===== src/rtl/div_unit.sv =====
// Iterative radix-2 restoring divider (signed/unsigned) for the execute stage.
// Produces {remainder, quotient} after WIDTH+1 cycles, or after one cycle for a zero divisor.
module div_unit #(
   parameter int WIDTH = 32,
   parameter int CNT_W = 6
) (
   input  logic                 clk,
   input  logic                 rst,
   input  logic                 signed_div_i,
   input  logic [WIDTH-1:0]     opdata1_i,
   input  logic [WIDTH-1:0]     opdata2_i,
   input  logic                 start_i,
   input  logic                 annul_i,
   output logic [2*WIDTH-1:0]   result_o,
   output logic                 ready_o
);

   // state  | meaning
   // IDLE   | waiting for start_i, outputs cleared
   // BYZERO | zero divisor, result forced to 0
   // ON     | one restoring step per cycle, finalize when cnt==WIDTH
   // END    | result held until start_i drops
   typedef enum logic [1:0] {S_IDLE, S_BYZERO, S_ON, S_END} state_t;

   state_t                state_q, state_d;
   logic [CNT_W-1:0]      cnt_q, cnt_d;
   logic [WIDTH-1:0]      dvd_q, dvd_d;
   logic [WIDTH-1:0]      dvs_q, dvs_d;
   logic [WIDTH-1:0]      rem_q, rem_d;
   logic                  negq_q, negq_d;
   logic                  negr_q, negr_d;
   logic [2*WIDTH-1:0]    result_q, result_d;
   logic                  ready_q, ready_d;

   logic [WIDTH:0]        shifted;
   logic [WIDTH:0]        diff;
   logic [WIDTH-1:0]      mag1, mag2;
   logic [WIDTH-1:0]      quo_fin, rem_fin;

   always_ff @(posedge clk or posedge rst) begin
      if (rst) begin
         state_q  <= S_IDLE;
         cnt_q    <= '0;
         dvd_q    <= '0;
         dvs_q    <= '0;
         rem_q    <= '0;
         negq_q   <= 1'b0;
         negr_q   <= 1'b0;
         result_q <= '0;
         ready_q  <= 1'b0;
      end else begin
         state_q  <= state_d;
         cnt_q    <= cnt_d;
         dvd_q    <= dvd_d;
         dvs_q    <= dvs_d;
         rem_q    <= rem_d;
         negq_q   <= negq_d;
         negr_q   <= negr_d;
         result_q <= result_d;
         ready_q  <= ready_d;
      end
   end

   always_comb begin
      state_d  = state_q;
      cnt_d    = cnt_q;
      dvd_d    = dvd_q;
      dvs_d    = dvs_q;
      rem_d    = rem_q;
      negq_d   = negq_q;
      negr_d   = negr_q;
      result_d = result_q;
      ready_d  = ready_q;

      // Magnitudes; the most negative value maps onto itself, read as unsigned.
      mag1 = (signed_div_i && opdata1_i[WIDTH-1]) ? -opdata1_i : opdata1_i;
      mag2 = (signed_div_i && opdata2_i[WIDTH-1]) ? -opdata2_i : opdata2_i;

      // The dividend register shifts out dividend bits and shifts in quotient bits.
      shifted = {rem_q, dvd_q[WIDTH-1]};
      diff    = shifted - {1'b0, dvs_q};

      quo_fin = negq_q ? -dvd_q : dvd_q;
      rem_fin = negr_q ? -rem_q : rem_q;

      unique case (state_q)
         S_IDLE: begin
            result_d = '0;
            ready_d  = 1'b0;
            if (start_i && !annul_i) begin
               dvd_d  = mag1;
               dvs_d  = mag2;
               rem_d  = '0;
               cnt_d  = '0;
               negq_d = signed_div_i & (opdata1_i[WIDTH-1] ^ opdata2_i[WIDTH-1]);
               negr_d = signed_div_i & opdata1_i[WIDTH-1];
               state_d = (opdata2_i == '0) ? S_BYZERO : S_ON;
            end
         end
         S_BYZERO: begin
            if (annul_i) begin
               state_d = S_IDLE;
            end else begin
               result_d = '0;
               ready_d  = 1'b1;
               state_d  = S_END;
            end
         end
         S_ON: begin
            if (annul_i) begin
               state_d = S_IDLE;
               cnt_d   = '0;
            end else if (cnt_q == CNT_W'(WIDTH)) begin
               result_d = {rem_fin, quo_fin};
               ready_d  = 1'b1;
               state_d  = S_END;
            end else begin
               if (!diff[WIDTH]) begin
                  rem_d = diff[WIDTH-1:0];
                  dvd_d = {dvd_q[WIDTH-2:0], 1'b1};
               end else begin
                  rem_d = shifted[WIDTH-1:0];
                  dvd_d = {dvd_q[WIDTH-2:0], 1'b0};
               end
               cnt_d = cnt_q + CNT_W'(1);
            end
         end
         S_END: begin
            if (!start_i) begin
               result_d = '0;
               ready_d  = 1'b0;
               state_d  = S_IDLE;
            end
         end
         default: state_d = S_IDLE;
      endcase
   end

   assign result_o = result_q;
   assign ready_o  = ready_q;

endmodule


===== config.mk =====
export PLATFORM = sky130hd
export DESIGN_NAME = div_unit
export DESIGN_NICKNAME = d
export VERILOG_FILES = /design/src/rtl/div_unit.sv
export SDC_FILE = /design/constraint.sdc
export NUM_CORES = 1
export LEC_CHECK = 0
export CORE_MARGIN = 5
export CORE_UTILIZATION = 46
export DETAILED_ROUTE_END_ITERATION = 10
export MAX_ROUTING_LAYER = met4
export PLACE_DENSITY_LB_ADDON = 0.12
export RECOVER_POWER = 100
export SETUP_SLACK_MARGIN = 0.3
export SLEW_MARGIN = 5
export SYNTH_ARGS = -nofsm -noshare
export SYNTH_HDL_FRONTEND = slang
export SYNTH_SLANG_ARGS = --single-unit

===== constraint.sdc =====
create_clock -name clk -period 7.7 [get_ports clk]
set_input_delay 1.925 -clock clk [delete_from_list [all_inputs] [get_ports clk]]
set_output_delay 1.925 -clock clk [all_outputs]
set_load 0.01 [all_outputs]

==> results.py <==
metrics = {
    "worst_setup_path": {
        "arrival_ps": 5870,
        "cp_max_fo": 54,
        "critical_path_required_ps": 7910,
        "rr_endpoint": "dvd_q[22]",
        "reg2reg_from": "state_q[0]",
        "crit_path_end_kind": "flip-flop",
        "rr_worst_depth": 8,
        "regToRegSetupSlack_ps": 2690,
        "start_kind": "input pin",
        "critPathKind": "input pin to flip-flop",
    },
    "run": {
        "max-cap-violations": 5,
    },
    "clocking": {
        "h-tree-depth": 4,
        "cts.clk_slew.worst_paths_ps": 70,
        "postCtsHoldBufs": 0,
        "cts_buffer_depth": 2,
        "clkLatencyLatePin_ps": 430,
        "clock-sinks": 171,
        "post-cts-setup-buffers": 0,
        "numCtsBuffers": 17,
        "cts_resized": 0,
        "cts_tree": "built",
        "cts-root-buf": "clkbuf_16",
    },
    "timing": {
        "fin_crit_sh_pct": 73.5,
        "fmax_ghz": 0.177,
        "rsz0062_at_grt": "no",
        "timing.hold.ws_ps": 470,
        "hold_viol": 0,
        "fin_crit_ps": 5660,
        "slew_violations": 285,
        "setup-tns-final_ps": 0,
        "skew_ps": 14.0,
        "setup_viol": 0,
        "tightest_slew_ps": 3180,
        "max_slew_margin_pct": -112,
    },
    "final_layout": {
        "layout.area.seq_sq_um": 4280,
        "post-route-util_pct": 55.5,
        "area_delta_synth_final_pct": 18.8,
        "multi_input_area_sq_um": 6610,
        "drive_gt1_share_pct": 4.23,
        "fillers": 2283,
        "antennaDiodeCount": 0,
        "final_net_count": 1565,
    },
    "synth": {
        "syn-num-nets": 1466,
        "netlist_instances": 1353,
        "syn_avg_cell_area_sq_um": 8.39,
        "ys_seq_area_share_pct": 37.7,
        "synth-edff-count": 0,
        "synthFlopType": "dfrtp_1",
        "synth_cell_types": 72,
        "synth_area_sq_um": 11400,
        "ys_warn_count": 0,
        "async_flop_share_pct": 100,
        "synth_seq_cells": 171,
    },
    "floorplanning": {
        "ios": 134,
        "die_h_um": 167,
        "row_count": 57,
        "die_w_um": 167,
        "core_area_sq_um": 24300,
        "die-area_sq_um": 27900,
        "start_util_pct": 46.7,
    },
    "drt": {
        "post-route-drc-count": 0,
        "vias": 9685,
        "routedWlPerCell_um": 15.6,
        "firstDrtPassIters": 5,
        "via_per_inst": 5.41,
        "drt_iter0_drc": 563,
        "wl_um": 28000,
        "ant_nets": 0,
    },
    "power_and_ir_drop": {
        "pwr_density_cell_nw_per_um2": 375,
        "finalPower_uw": 5060,
        "power.static_leakage_uw": 0.00598,
        "ir_worst_vdd_mv": 0.217,
    },
    "global_routing": {
        "grt.overflow.total": 0,
        "grt_pass1_vias": 9016,
        "grt_start_max_net_pins": 76,
        "antenna_found_initial": 0,
        "track_usage_pct": 20.5,
        "grt_pass1_wl_um": 46400,
    },
    "worst_hold_path": {
        "min_path_cells": 2,
        "whs_endpoint": "result_o[13]",
        "holdCritStartpoint": "result_o[13]",
        "hold_class": "flip-flop to flip-flop",
    },
    "placement": {
        "gp_congestion": 0.924,
        "port_buffers": 133,
        "dpl.hpwl_um": 20900,
    },
    "outcome": {
        "status": "complete, but fails checks",
        "failed_checks": "capacitance limit, slew limit",
    },
}
-- flip-flops by register name (all words and copies together), names as in the netlist --
register	cells
result_o	64
state_q	2
dvd_q	32
negq_q	1
negr_q	1
dvs_q	32
cnt_q	6
rem_q	32
ready_o	1
-- routing by layer --
layer / GRT usage [%] / part of all wire [%] / vias up
met4: 4.91 / 1.2 / 0
met1: 30.1 / 51 / 4468
met3: 2.64 / 4.6 / 23
li1: - / - / 4967
met5: - / 0 / -
met2: 30.4 / 43 / 227
-- how the worst max path moves through the flow --
stage	cells after the start	from	to	slack, ps
floorplan	1	rst	cnt_q[0]	1140
global placement	10	opdata1_i[4]	dvd_q[25]	2590
detailed placement	10	opdata1_i[2]	dvd_q[25]	2500
CTS	10	opdata1_i[2]	dvd_q[25]	2940
global route	6	annul_i	dvd_q[21]	1560
finish	6	annul_i	dvd_q[22]	2040
-- cells by family after synthesis --
logic type,Yosys count,share of synthesized area (%)
muxes,35,3.10
xor gates and xnor gates,144,11.3
AOI/OAI and AO/OA,421,21.9
buffers and inverters,118,4.07
adders and majority gates,44,4.91
and+or+nand+nor,420,17.1
DFF,171,37.7
-- power by group --
group	internal (uW)	switching [uW]	total [uW]	leakage [uW]
logic	1140	1590	2730	0.00341
clock network	509	376	885	0.000295
registers	1140	307	1440	0.00228
-- layout make-up --
type / count / share of cell area (%)
Multi-Input combinational cell: 1064 / 49.0
Timing Repair Buffer: 141 / 10.2
Clock buffer: 21 / 3.49
Sequential cell: 171 / 31.7
Clock inverter: 11 / 0.993
Tap cell: 324 / 3.01
Inverter: 57 / 1.60
-- synth_stat cells (3+ instances only) --
library cell,count,area share [%]
o211ai_1,5,0.33
clkbuf_1,55,1.8
nor2b_1,7,0.39
o22ai_1,3,0.17
mux2i_1,34,3.0
dfrtp_1,171,38
a31oi_1,7,0.39
nor4_1,9,0.50
a21oi_1,85,3.7
nand3b_1,3,0.20
o31ai_1,35,2.3
nor2_1,63,2.1
or2_2,4,0.22
buf_1,3,0.099
o21ai_1,3,0.13
or4_4,3,0.30
nand3_1,12,0.53
xnor2_1,45,3.5
nor3_1,16,0.71
a21boi_0,4,0.26
and3_1,4,0.22
a211oi_1,4,0.26
or3_1,23,1.3
inv_1,57,1.9
ha_1,43,4.7
nor3b_1,4,0.26
nand2b_1,15,0.83
o21ai_0,221,9.7
a2bb2oi_1,5,0.39
a21o_1,10,0.66
o41ai_1,9,0.69
and2_1,4,0.22
o41a_1,3,0.30
nand2_1,228,7.5
or4_1,7,0.46
nand4_1,6,0.33
xor2_1,98,7.6
-- cells in the final DEF (no fill, tap or decap), types with 16 or more instances in the layout --
| master | n |
|---|---|
| clkbuf_16 | 17 |
| dfrtp_1 | 171 |
| or3_1 | 23 |
| xor2_1 | 98 |
| clkdlybuf4s50_1 | 63 |
| dlygate4sd3_1 | 70 |
| xnor2_1 | 45 |
| mux2i_1 | 34 |
| a21oi_1 | 85 |
| o21ai_0 | 224 |
| nor2_1 | 63 |
| ha_1 | 42 |
| o31ai_1 | 35 |
| nor3_1 | 16 |
| nand2_1 | 227 |
| inv_1 | 56 |
-- stage by stage --
step,instance area [sq um],setup slack (ps),instances
final,13500,2040,1789
after floorplan,11400,1140,1353
after global placement,12900,2590,1757
after CTS,13500,2940,1789
after global routing,13500,1560,1789
after detailed placement,12900,2500,1757
-- worst max-delay path, cell delays in order --
cell and delay [ps]:
dlygate4sd3_1 680, nand3b_1 160, o21ai_0 140, nand2_1 950, clkbuf_1 1680, o21ai_0 300
Power figures use the tool's default switching activity.
